--- src/rtl/noc_pkg.sv ---
// Shared NoC definitions: field widths, packet bit positions and the
// receive-side FSM state type used by the PE depacketizer.
package noc_pkg;

  localparam int unsigned ID_W     = 2;
  localparam int unsigned PAY_W    = 4;
  localparam int unsigned PKT_W    = 8;

  // Packet layout: [7:6] src, [5:4] dest, [3:0] payload
  localparam int unsigned SRC_LSB  = 6;
  localparam int unsigned DEST_LSB = 4;
  localparam int unsigned PAY_LSB  = 0;

  typedef enum logic [1:0] {
    IDLE = 2'd0,
    POP  = 2'd1,
    CAPT = 2'd2,
    HOLD = 2'd3
  } rx_state_t;

endpackage

--- src/rtl/noc_sat_counter.sv ---
// Saturating up-counter with synchronous clear and increment enable.
// Holds at all-ones once reached; never wraps.
module noc_sat_counter #(
  parameter int unsigned W = 8
) (
  input  logic         clk,
  input  logic         clr,
  input  logic         inc,
  output logic [W-1:0] count
);

  // Count up on inc, stop at the maximum value, clear has priority
  always_ff @(posedge clk) begin
    if (clr) begin
      count <= '0;
    end else if (inc && (count != '1)) begin
      count <= count + 1'b1;
    end
  end

endmodule

--- src/rtl/pe_rx_depacketizer.sv ---
// PE receive depacketizer: pops one packet at a time from the local FIFO,
// delivers packets addressed to MY_ID through a valid/ready handshake and
// drops the rest.
// Optional macro NOC_RX_MISROUTE_CNT_EN: when defined, dropped packets are
// counted on misroute_count; otherwise that port is tied to zero.
module pe_rx_depacketizer
  import noc_pkg::*;
#(
  parameter logic [ID_W-1:0] MY_ID = 2'b00
) (
  input  logic             clk,
  input  logic             rst,
  input  logic             fifo_empty,
  output logic             fifo_rd_en,
  input  logic [PKT_W-1:0] fifo_data,
  output logic [PAY_W-1:0] rx_data,
  output logic [ID_W-1:0]  rx_src,
  output logic             rx_valid,
  input  logic             rx_ready,
  output logic [7:0]       pkt_count,
  output logic [7:0]       misroute_count,
  output logic             busy
);

  rx_state_t state;
  logic      dest_match;
  logic      pkt_inc;

  assign dest_match = (fifo_data[DEST_LSB +: ID_W] == MY_ID);
  assign pkt_inc    = (state == HOLD) && rx_ready;
  assign busy       = (state != IDLE);

  // Receive FSM with registered FIFO pop strobe and delivery outputs
  always_ff @(posedge clk) begin
    if (rst) begin
      state      <= IDLE;
      fifo_rd_en <= 1'b0;
      rx_valid   <= 1'b0;
      rx_data    <= '0;
      rx_src     <= '0;
    end else begin
      fifo_rd_en <= 1'b0;
      case (state)
        IDLE: begin
          if (!fifo_empty) begin
            state      <= POP;
            fifo_rd_en <= 1'b1;
          end
        end
        POP: begin
          state <= CAPT;
        end
        CAPT: begin
          if (dest_match) begin
            rx_data  <= fifo_data[PAY_LSB +: PAY_W];
            rx_src   <= fifo_data[SRC_LSB +: ID_W];
            rx_valid <= 1'b1;
            state    <= HOLD;
          end else begin
            state <= IDLE;
          end
        end
        HOLD: begin
          if (rx_ready) begin
            rx_valid <= 1'b0;
            state    <= IDLE;
          end
        end
        default: state <= IDLE;
      endcase
    end
  end

  noc_sat_counter #(.W(8)) u_pkt_cnt (
    .clk   (clk),
    .clr   (rst),
    .inc   (pkt_inc),
    .count (pkt_count)
  );

`ifdef NOC_RX_MISROUTE_CNT_EN
  logic misroute_inc;

  assign misroute_inc = (state == CAPT) && !dest_match;

  noc_sat_counter #(.W(8)) u_misroute_cnt (
    .clk   (clk),
    .clr   (rst),
    .inc   (misroute_inc),
    .count (misroute_count)
  );
`else
  assign misroute_count = 8'h00;
`endif

endmodule

--- config.mk ---
export PLATFORM = sky130hd
export DESIGN_NAME = pe_rx_depacketizer
export DESIGN_NICKNAME = d
export VERILOG_FILES = /design/src/rtl/noc_pkg.sv /design/src/rtl/noc_sat_counter.sv /design/src/rtl/pe_rx_depacketizer.sv
export SDC_FILE = /design/constraint.sdc
export NUM_CORES = 1
export LEC_CHECK = 0
export CAP_MARGIN = 15
export CELL_PAD_IN_SITES_DETAIL_PLACEMENT = 0
export CELL_PAD_IN_SITES_GLOBAL_PLACEMENT = 1
export CORE_ASPECT_RATIO = 0.9
export CORE_MARGIN = 3
export CORE_UTILIZATION = 26
export DETAILED_ROUTE_END_ITERATION = 16
export PLACE_DENSITY = 0.71
export SLEW_MARGIN = 30
export SYNTH_ARGS = -nofsm -noshare
export SYNTH_HDL_FRONTEND = slang
export SYNTH_SLANG_ARGS = --single-unit
--- constraint.sdc ---
create_clock -name clk -period 1.31 [get_ports clk]
set_input_delay 0.393 -clock clk [delete_from_list [all_inputs] [get_ports clk]]
set_output_delay 0.393 -clock clk [all_outputs]
set_load 0.05 [all_outputs]
=== After elaboration in Yosys (flattened, before gate mapping) ===
Cells that the tools add are included.

* Logic and storage cells: 33
* Register bits: 18

* Eq/ne operators: 7
* Bitwise gates (word level): 1
* Reductions and logical operators: 10
* Add/subtract/negate cells: 1
* Mux-type cells: 8

{| class="wikitable"
|+ Operator list
! kind !! number
|-
| 8-bit by 1-bit adder with 8-bit output, second input constant || 1
|-
| 8-bit inequality test, second input constant || 1
|-
| 2-bit case mux with 4 select lines || 1
|-
| 2-bit 2-to-1 mux || 3
|-
| 2-bit inequality test, second input constant || 3
|-
| 2-bit equality test, second input constant || 2
|-
| 2-bit zero test || 2
|-
| 2-bit AND reduction || 2
|-
| 2-bit nonzero test || 2
|-
| 1-bit 2-to-1 mux || 3
|-
| 3-bit AND reduction || 1
|-
| 2-bit by 1-bit equality test with 1-bit output, second input constant || 1
|-
| 1-bit logical AND || 2
|-
| 1-bit case mux with 2 select lines || 1
|-
| 2-bit OR reduction || 1
|-
| 1-bit NOT || 1
|}

=== Longest topological paths before layout ===
Gate-level depths: netlist (run 1).

* Word-level depth: 3
* Mapped depth: 5
* Mapped depth without buffers: 5

=== By module ===
A second synthesis (run 1) with hierarchy kept.

* Cell total of the unflattened synthesis: 96
* Area, all modules: 954.7 um^2

{| class="wikitable"
|+ By module, submodules not included
! module !! cells each !! seq. area each (um^2) !! instances !! area each (um^2)
|-
| pe_rx_depacketizer || 50 || 200.2 || 1 || 524.3
|-
| noc_sat_counter || 46 || 160.2 || 1 || 430.4
|}

=== Least setup slack after synthesis (run 1) ===
Ideal clock, no wire load.

* Path kind: reg-to-reg
* Start point: register u_pkt_cnt.count[0]
* End point: register u_pkt_cnt.count[1]
* Path slack: -0.529 ns
* Clock period less this slack: 1.839 ns
* Path buffers: 0
* Stages on the path, launching flop included: 6
* Required time: 1.185 ns
* Data arrival time: 1.714 ns
* Path through: dfxtp_1 ha_1 nand3_1 o21ai_0 mux2i_1 nor2_1

* Cells in the longest elaborated chain, start to end: 2

{| class="wikitable"
|+ Ends and longest elaborated chain
! element !! RTL line !! text
|-
| start, declared || noc_sat_counter.sv:9 || <nowiki>output logic [W-1:0] count</nowiki>
|-
| start signal, assigned || noc_sat_counter.sv:17 || <nowiki>count <= count + 1'b1;</nowiki>
|-
| branches (longest 2 deep; another with 8-bit by 1-bit adder with 8-bit output) || - ||
|}

Parallel ways; which one is timed is not known.
A chain may end at the register's enable or synchronous reset.

=== Worst setup path after layout (run 1) ===
* Start point: register state[0]
* End point: output port busy

* Cells in the longest elaborated chain, start to end: 1

{| class="wikitable"
|+ Ends and longest elaborated chain
! element !! RTL line !! text
|-
| start, declared || pe_rx_depacketizer.sv:25 || <nowiki>rx_state_t state;</nowiki>
|-
| start signal, assigned || pe_rx_depacketizer.sv:36 || <nowiki>state <= IDLE;</nowiki>
|-
| start signal, assigned || pe_rx_depacketizer.sv:46 || <nowiki>state <= POP;</nowiki>
|-
| start signal, assigned || pe_rx_depacketizer.sv:51 || <nowiki>state <= CAPT;</nowiki>
|-
| 2-bit nonzero test || pe_rx_depacketizer.sv:31 || <nowiki>assign busy = (state != IDLE);</nowiki>
|-
| end, declared || pe_rx_depacketizer.sv:22 || <nowiki>output logic busy</nowiki>
|}

Every way passes these cells.

==> results.sh, run 1 <==
export IMPL_cts_root_buf="clkbuf_4"
export IMPL_end_kind="output pin"
export IMPL_netlist_instances=90
export IMPL_die_w_microns=65.7
export IMPL_r2r_start="state[0]"
export IMPL_diodes=0
export IMPL_hold_ws_ns=0.520
export IMPL_start_util=0.287
export IMPL_dieArea_sq_um=3930
export IMPL_path_clk_slew_ns=0.11
export IMPL_clock_sinks=18
export IMPL_min_period_over_period=1.09
export IMPL_ys_warn_count=0
export IMPL_grt_overflow=0
export IMPL_cts_hold_buf=0
export IMPL_violations="negative setup slack"
export IMPL_max_freq_mhz=700
export IMPL_rsz0062_at_grt="yes"
export IMPL_drive_gt1_frac=0.460
export IMPL_cp_start_kind="flop"
export IMPL_grt_pass1_vias=796
export IMPL_use_met3=0.0677
export IMPL_drtAntennaViolNets=0
export IMPL_cp_data_required_time_ns=0.92
export IMPL_die_height_microns=59.7
export IMPL_power_density_nw_per_um2=659
export IMPL_yosysSeqAreaShare=0.432
export IMPL_reg2reg_to="u_pkt_cnt.count[5]"
export IMPL_grtUsageMet2=0.217
export IMPL_cts_tree="done"
export IMPL_drc=0
export IMPL_drv_cap=0
export IMPL_syn_to_final_growth_pct=91.6
export IMPL_syn_area_per_cell_sq_um=9.27
export IMPL_layout_setup_ws_ns=-0.118
export IMPL_cp_arrival_ns=1.04
export IMPL_layout_nets=151
export IMPL_finalHoldViolations=0
export IMPL_htree_levels=1
export IMPL_drt_first_pass_iters=4
export IMPL_grt_max_degree=13
export IMPL_grt_antenna_before_repair=0
export IMPL_top_usage_layer="met2"
export IMPL_finalInstanceArea_sq_um=1600
export IMPL_endpoint="busy"
export IMPL_r2r_cells=5
export IMPL_placementRows=18
export IMPL_ys_types=30
export IMPL_wirelength_mm=2.14
export IMPL_startpoint="state[0]"
export IMPL_wl_per_cell_microns=12.1
export IMPL_grt_total_usage=0.116
export IMPL_r2r_setup_slack_ns=-0.01
export IMPL_netlist_area_sq_um=835
export IMPL_cts_buffers=3
export IMPL_drt_iter0_drc=31
export IMPL_ioPinCount=37
export IMPL_skew_ns=0.00775
export IMPL_place_gp_congestion=0.770
export IMPL_clock_latency_ns=0.30
export IMPL_vdd_drop_max_uv=481
export IMPL_critPathKind="flop to output pin"
export IMPL_slew_viol_final=0
export IMPL_grt_pass1_wl_mm=3.49
export IMPL_p_leak_nw=0.626
export IMPL_post_dp_hpwl_mm=1.63
export IMPL_core_sq_um=2910
export IMPL_cts_buffer_depth=2
export IMPL_period_needed_ns=1.43
export IMPL_finalSetupViolCount=5
export IMPL_route_vias_total=796
export IMPL_dpl_cell_area_sq_um=1410
export IMPL_ys_seq_elements=18
export IMPL_vias_per_cell=4.50
export IMPL_grt_met1_usage=0.111
export IMPL_path_max_fanout=3
export IMPL_status="complete, but fails checks"
export IMPL_portBuffers=28
export IMPL_hp_class="flop to flop"
layout make-up:
type / instances / area [sq um]
Clock buffer: 4 / 26.3
Fill cell: 260 / 1310
Inverter: 1 / 3.75
Multi-Input combinational cell: 67 / 490
Sequential cell: 18 / 395
Tap cell: 40 / 50.0
Timing Repair Buffer: 47 / 633
cell usage after synthesis:
master     n  area share
o31a_1     1       0.010
nand2b_1   1      0.0075
conb_1     1      0.0045
a21oi_1    5       0.030
nand2_1    3       0.013
mux2i_1    8       0.096
buf_2      1      0.0060
nand4_4    1       0.025
dfxtp_1   18        0.43
and3_1     1      0.0075
inv_1      1      0.0045
or2_2      1      0.0075
nand4_1    2       0.015
and4_1     1       0.010
o21ai_0    2       0.012
or3_1      1      0.0075
ha_1       1       0.015
nor4_1     1      0.0075
xor2_1     1       0.010
and3_4     1       0.013
o21ba_2    2       0.024
a311oi_1   1       0.010
a211oi_1   4       0.036
clkbuf_1   2      0.0090
nor2_1    15       0.067
xnor2_1    1       0.010
nand3_1    3       0.018
buf_4      8       0.072
nor3_1     1      0.0060
nor4b_1    1       0.010
timing repair:
item,4_1_cts,5_1_grt
endpoints found under the setup margin,15,18
gates resized for setup,14,7
pin swaps,4,4
buffers inserted,4,6
cloned,0,0
layout by cell type (no fill, tap or decap), types with 2 or more instances in the layout:
cell / Yosys / final
dlygate4sd2_1: 0 / 3
buf_4: 8 / 13
nand4_1: 2 / 2
conb_1: 1 / 8
dfxtp_1: 18 / 8
mux2i_1: 8 / 8
nor2_1: 15 / 14
a21oi_1: 5 / 4
nand2_1: 3 / 3
buf_12: 0 / 19
clkbuf_4: 0 / 3
a211oi_2: 0 / 3
nand3_1: 3 / 2
dfxtp_4: 0 / 9
buf_6: 0 / 3
clkdlybuf4s50_1: 0 / 8
metal layers:
layer | part of all wire | routed length (microns) | vias to the layer above
met1 | 0.38 | 816 | 366
li1 | - | - | 399
met2 | 0.50 | 1080 | 29
met5 | 0 | 0 | -
met4 | 0.0051 | 11 | 0
met3 | 0.11 | 233 | 2
how the worst min path moves through the flow:
| stage | from | endpoint | slack, ns | cells past startpoint |
|---|---|---|---|---|
| detailed placement | u_pkt_cnt.count[3] | u_pkt_cnt.count[3] | 0.53 | 2 |
| global placement | u_pkt_cnt.count[3] | u_pkt_cnt.count[3] | 0.52 | 2 |
| CTS | state[1] | fifo_rd_en | 0.53 | 2 |
| finish | u_pkt_cnt.count[7] | u_pkt_cnt.count[7] | 0.52 | 1 |
| global route | u_pkt_cnt.count[7] | u_pkt_cnt.count[7] | 0.54 | 1 |
| floorplan | fifo_empty | fifo_rd_en | 0.47 | 1 |
state kept, by name, indices dropped and copies added, names as in the netlist:
register         cells
u_pkt_cnt.count      8
rx_data              4
rx_src               2
state                2
fifo_rd_en           1
rx_valid             1
stage by stage:
step	power [W]	util	TNS [ns]	setup WS, ns	instances
4_1_cts	0.00107	0.520	-0.277	-0.133	171
3_5_place_dp	0.000759	0.485	-5.71	-0.464	163
5_1_grt	0.00111	0.550	-0.933	-0.176	177
6_report	0.00105	0.550	-0.168	-0.118	177
3_3_place_gp	0.000757	0.485	-5.57	-0.456	163
2_1_floorplan	0.000692	-	0	0.00202	97
critical path: stages, from the launching register on:
cell	delay (ns)
dfxtp_4	0.35
or2_4	0.24
buf_8	0.15
power breakdown:
| part | internal, W | leakage [nW] | switching [W] |
|---|---|---|---|
| logic | 0.0000884 | 0.458 | 0.000123 |
| clock network | 0.000119 | 0.0150 | 0.000178 |
| registers | 0.000540 | 0.153 | 0.00000660 |
kinds of logic (layout without fill, tap and decap cells):
logic type,after synthesis,in the layout,share of synthesized area
AOI/OAI and AO/OA,15,15,0.123
DFF,18,18,0.432
xor gates and xnor gates,2,2,0.0210
buffers and inverters,12,52,0.0915
and+or+nand+nor,33,33,0.217
other,1,8,0.00449
muxes,8,8,0.0960
adders and majority gates,1,1,0.0150
(Power assumes the default switching activity.)
==> inputs of run 2 (changes only) <==
Settings changed: CORE_UTILIZATION 26 to 31, PLACE_DENSITY 0.71 to 0.8.
Clock period 1.31 ns to 1.7 ns, I/O delays scaled along.
==> results.sh, run 2 (synthesis results as in run 1) <==
export IMPL_ioPinCount=37
export IMPL_final_common_cell="buf_12"
export IMPL_period_needed_ns=1.64
export IMPL_wl_met3_microns=164
export IMPL_cts_buffer_depth=2
export IMPL_switching_share=0.272
export IMPL_cpPeakStageDelay_ns=0.36
export IMPL_route_vias_total=744
export IMPL_power_frac_comb=0.184
export IMPL_cp_top_family="flip-flops"
export IMPL_drv_cap=0
export IMPL_finalSetupViolCount=0
export IMPL_maxUsedRoutingLayer="met3"
export IMPL_diodes=0
export IMPL_slew_viol_final=0
export IMPL_placementRows=17
export IMPL_hold_depth=2
export IMPL_grt_pass1_wl_mm=2.89
export IMPL_largest_reg_flops=8
export IMPL_post_dp_hpwl_mm=1.49
export IMPL_hp_class="flop to flop"
export IMPL_core_sq_um=2510
export IMPL_reg2reg_to="u_pkt_cnt.count[1]"
export IMPL_fin_tns_setup_ns=0
export IMPL_grt_pass1_vias=686
export IMPL_layout_nets=141
export IMPL_wl_per_cell_microns=11.6
export IMPL_min_period_over_period=0.964
export IMPL_grt_overflow=0
export IMPL_cp_data_required_time_ns=1.19
export IMPL_path_max_fanout=6
export IMPL_cts_root_buf="clkbuf_4"
export IMPL_p_sw_w=0.000212
export IMPL_grt_total_usage=0.111
export IMPL_drive_gt1_frac=0.310
export IMPL_cp_buffers_inverters=1
export IMPL_grt_max_degree=11
export IMPL_r2r_start="u_pkt_cnt.count[1]"
export IMPL_cts_hold_buf=0
export IMPL_cp_arrival_ns=1.13
export IMPL_cts_tree="done"
export IMPL_layout_setup_ws_ns=0.0620
export IMPL_final_cell_mix="buf_12, nor2_1, dfxtp_1, clkdlybuf4s50_1, buf_4"
export IMPL_skew_ns=0.00556
export IMPL_clkPwrFrac=0.256
export IMPL_finalHoldViolations=0
export IMPL_power_density_nw_per_um2=571
export IMPL_start_util=0.333
export IMPL_wirelength_mm=1.79
export IMPL_portBuffers=28
export IMPL_power_w=0.000781
export IMPL_drt_first_pass_iters=4
export IMPL_vias_per_cell=4.83
export IMPL_cp_start_kind="flop"
export IMPL_critPathKind="flop to output pin"
export IMPL_grt_antenna_before_repair=0
export IMPL_end_kind="output pin"
export IMPL_place_gp_congestion=0.688
export IMPL_dpl_cell_area_sq_um=1340
export IMPL_pre_cts_slack_ns=-0.196
export IMPL_finalInstanceArea_sq_um=1370
export IMPL_critPathSlowestCell="dfxtp_2"
export IMPL_hold_ws_ns=0.548
export IMPL_status="finished clean"
export IMPL_max_freq_mhz=610
export IMPL_min_to="rx_valid"
export IMPL_r2r_cells=5
export IMPL_syn_to_final_growth_pct=63.7
export IMPL_die_height_microns=55.2
export IMPL_min_delay_start="rx_valid"
export IMPL_cts_buffers=3
export IMPL_drc=0
export IMPL_p_leak_nw=0.545
export IMPL_power_share_sequential=0.560
export IMPL_drt_iter0_drc=3
export IMPL_clock_sinks=18
export IMPL_clock_latency_ns=0.28
export IMPL_max_flop_register="u_pkt_cnt.count"
export IMPL_drtAntennaViolNets=0
export IMPL_rsz0062_at_grt="no"
export IMPL_p_int_w=0.000569
export IMPL_met1_length_microns=795
export IMPL_r2r_setup_slack_ns=0.17
export IMPL_wl_met2_microns=831
export IMPL_vdd_drop_max_uv=400
export IMPL_htree_levels=1
export IMPL_dieArea_sq_um=3350
export IMPL_path_clk_slew_ns=0.09
export IMPL_worstPathCellList="or2_2, buf_6"
export IMPL_die_w_microns=60.7
export IMPL_reg_top3="u_pkt_cnt.count x8, rx_data x4"
run 2: cell types whose count changed in the layout (fill, tap and decap cells not counted), sizes merged:
cell           change
clkbuf             -1
dlygate4sd2        -3
clkdlybuf4s50      +3
buf               -10
run 2: through the flow:
stage / util / std cells
global route: 0.544 / 154
global placement: 0.533 / 151
CTS: 0.542 / 154
detailed placement: 0.533 / 151
floorplan: - / 97
finish: 0.544 / 154
run 2: tightest hold or removal path: stages (launching register included):
cell     delay (ns)
dfxtp_1        0.34
a21oi_1        0.13
nor2_1         0.04
run 2: routing by layer:
metal,up-vias,global-route usage
met5,-,0
met4,0,0.0279
met3,0,0.0491
met2,27,0.183
met1,342,0.129
li1,375,-
run 2: worst max-delay path by stage:
stage	startpoint	to	slack, ns	depth (start not counted)
3_5_place_dp	rx_ready	u_pkt_cnt.count[5]	-0.20	5
3_3_place_gp	rx_ready	u_pkt_cnt.count[5]	-0.17	5
5_1_grt	state[1]	busy	0.02	2
6_report	state[1]	busy	0.06	2
4_1_cts	state[1]	busy	0.002	2
2_1_floorplan	u_pkt_cnt.count[3]	u_pkt_cnt.count[1]	0.05	4
run 2: power by group through the flow:
| stage | Clock, W | Combinational (W) | Sequential (W) |
|---|---|---|---|
| floorplan | 0 | 0.0000841 | 0.000457 |
| global placement | 0 | 0.000140 | 0.000446 |
| detailed placement | 0 | 0.000143 | 0.000446 |
| CTS | 0.000217 | 0.000143 | 0.000437 |
| global route | 0.000233 | 0.000151 | 0.000438 |
| finish | 0.000200 | 0.000144 | 0.000437 |
run 2: repair_timing:
item                                    in CTS  in global routing
endpoints found under the setup margin       0                  1
buffers inserted                             0                  0
hold endpoints to repair                     0                  0
resized for setup                            0                  3
run 2: layout make-up:
class | instances | area (sq um)
repair buffers | 37 | 509
multi-input cells | 67 | 430
well taps | 28 | 35.0
inverters | 1 | 3.75
clock buffers | 3 | 22.5
flip-flops and latches | 18 | 365
fillers | 221 | 1140
==> RTL change (flow settings as in run 2) <==
Add a define of `NOC_RX_MISROUTE_CNT_EN`.
--- a/src/rtl/pe_rx_depacketizer.sv
+++ b/src/rtl/pe_rx_depacketizer.sv
@@ -5,2 +5,4 @@
 // counted on misroute_count; otherwise that port is tied to zero.
+`define NOC_RX_MISROUTE_CNT_EN
+
 module pe_rx_depacketizer
Behaviour: not the same (a bounded check fails within 4 cycles, from zero or initial values and one cycle with rst high).
==> RTL change against run 2 <==
- synthesized area up 40%
- power up 64%
- synthesized cell count up 53%
- die area up 35%
- largest power group unchanged
- design area up 43%
- utilization up 1.8 points
- critical endpoint is now u_pkt_cnt.count[3]$_SDFFE_PP0P_
- clock skew down 0.0031 ns
- wire length up 59%
- worst hold slack worse by 0.052 ns
- sequential power up 43%
- setup slack worse by 0.030 ns
- sequential cell count up 8
==> RTL change: results (changes against run 2) <==
- Status: complete, no violations
- Synth top cells by count: dfxtp_1, nand2_1, a21oi_1
- Hold endpoint: rx_data[1]$_SDFFE_PP0P_
- Worst reg-to-reg path cell count: 5 (unchanged)
- Hold Crit Class: flop to flop
- Final std cells w/o fill: 227 (+47%)
- Hold wc startpoint: rx_data[1]$_SDFFE_PP0P_
- Total GRT Usage: 13.36% (+2.2 points)
- ANT cells: 0 (unchanged)
- Root Buffer: clkbuf_8
- Largest regs: u_misroute_cnt.count x8, u_pkt_cnt.count x8, rx_data x4
- Largest net degree at the start of global routing: 16 (+5)
- Hold Worst Slack: 0.4964 ns (-0.05195 ns)
- Hpwl dp: 2.218 mm (+49%)
- Hold path cells: 2 (unchanged)
- R2R Setup Slk: 0.17 ns (about the same)
- CTS Buffer Depth: 2 (unchanged)
- CTS Buf Count: 3 (unchanged)
- Post-synthesis net count: 152
- Port Buf Inserts: 36 (+29%)
- Initial DRT Pass Iterations: 4 (unchanged)
- Worst R2R Start: u_pkt_cnt.count[0]$_SDFFE_PP0P_
- Fillcell total: 312 (+41%)
- Clock H-tree levels: 1 (unchanged)
- Clk_lat worst skew: 0.27 ns
- Seq/Total Area, Yosys: 44.68% (+1.5 points)
- Max incr delay on CP: 0.48 ns (+0.12 ns)
- Fraction of registers with async set or reset after synthesis: 0% (unchanged)
- Inst Count DP: 223 (+48%)
- Worst path top cell family by delay: buffers and inverters
- Routability Congestion: 0.8823 (+28%)
- Slowest-stage cell, CP: clkdlybuf4s50_1
- Synth area leaders: dfxtp_1, a21oi_1, nand2_1
- Critical Path AT: 1.84 ns (+0.71 ns)
- Final Routed Wirelength: 2.853 mm (+59%)
- DRT iter0 DRCs: 42 (+39)
- VDD IR-drop max: 0.3822 mV (-4.6%)
- Layout cell share with drive strength beyond 1: 28.96% (-2.0 points)
- Leak Pwr: 0.7398 nW (+36%)
- Synth Area per Inst: 8.441 um^2 (-9.0%)
- Layout Nets: 198 (+40%)
- Clock Skews: 0.002508 ns (-0.003055 ns)
- Power Internal: 1.001 mW (+76%)
- Synth unique cells: 39 (+30%)
- Placed Area: 0.001872 mm^2 (+40%)
- Vias in the first global route: 1093 (+59%)
- Worst slew pin tran: 0.3360 ns
- Avg Vias per Cell: 4.974 (+2.9%)
- Postcts setup bufs: 0 (unchanged)
- Reg-to-Reg End: u_pkt_cnt.count[1]$_SDFFE_PP0P_
- Setup TNS: 0 ns (unchanged)
- First-pass GRT wire length: 4.974 mm (+72%)
- Initial antenna violation count: 0 (unchanged)
- Yosys warning total: 0 (unchanged)
- CP max FO: 2 (-4)
- Reg clk slew, reported paths: 0.09 ns (about the same)
-- RTL change: cell types whose count changed in the layout (fill, tap and decap cells not counted), moves of 4 or more --
cell            run 2  this run
nand2_1             3        20
a21oi_1             5        18
dfxtp_1            14        23
buf_12             16        24
conb_1              8         0
mux2i_1             8         1
nor3_2              0         4
-- RTL change: through the flow --
stage	utilization (%)	setup slack (ns)
global route	56.22	-0.008993
detailed placement	53.81	-0.2420
global placement	53.81	-0.2257
finish	56.22	0.03208
floorplan	-	0.05838
CTS	55.90	0.01763
-- RTL change: worst register-to-register path: stages, from the launching register on --
cell and delay [ns]:
dfxtp_2 0.39, ha_1 0.27, nand2_1 0.14, o31ai_2 0.36, mux2i_1 0.22, nor2_1 0.05
-- RTL change: timing repair --
| action | 4_1_cts | 5_1_grt |
|---|---|---|
| setup endpoints to repair | 1 | 2 |
| gates resized for setup | 1 | 2 |
| pin swaps | 0 | 1 |
-- RTL change: power groups by stage --
stage          combinational, mW  sequential (mW)  clock [mW]
2_1_floorplan             0.0433            0.656           0
3_3_place_gp               0.133            0.640           0
3_5_place_dp               0.135            0.640           0
4_1_cts                    0.136            0.627       0.535
5_1_grt                    0.144            0.628       0.554
6_report                   0.134            0.626       0.517
-- RTL change: layer usage --
layer / track usage, % / part of all wire, %
met5: 0 / 0
met4: 4.225 / 1.3
met3: 2.987 / 3.9
met2: 23.48 / 50
met1: 16.14 / 45
-- RTL change: final cells by class --
cell class / instances / area, um^2 / share of cell area, %
repair buffers: 45 / 665.6 / 34.04
multi-input cells: 105 / 628.1 / 32.12
flip-flops and latches: 26 / 524.3 / 26.81
well taps: 44 / 55.05 / 2.815
clock buffers: 3 / 41.29 / 2.111
clock inverters: 1 / 30.03 / 1.536
inverters: 3 / 11.26 / 0.5758
-- RTL change: how the worst max path moves through the flow --
stage	startpoint	endpoint	slack [ns]
final	rx_ready	u_pkt_cnt.count[3]$_SDFFE_PP0P_	0.03
after global routing	rx_ready	u_pkt_cnt.count[3]$_SDFFE_PP0P_	-0.009
after CTS	state[1]$_SDFFE_PP0P_	busy	0.02
after detailed placement	rx_ready	u_pkt_cnt.count[3]$_SDFFE_PP0P_	-0.24
after global placement	rx_ready	u_pkt_cnt.count[3]$_SDFFE_PP0P_	-0.23
after floorplan	u_misroute_cnt.count[0]$_SDFFE_PP0P_	u_misroute_cnt.count[6]$_SDFFE_PP0P_	0.06
-- RTL change: kinds of logic (layout without fill, tap and decap cells) --
family	after synthesis	after routing	share of synthesized area, %
AOI/OAI and AO/OA	34	34	18.26
xor gates and xnor gates	2	2	1.504
adders and majority gates	2	2	2.148
buffers and inverters	7	52	2.363
DFF	26	26	44.68
muxes	2	2	1.826
and+or+nand+nor	65	65	29.22
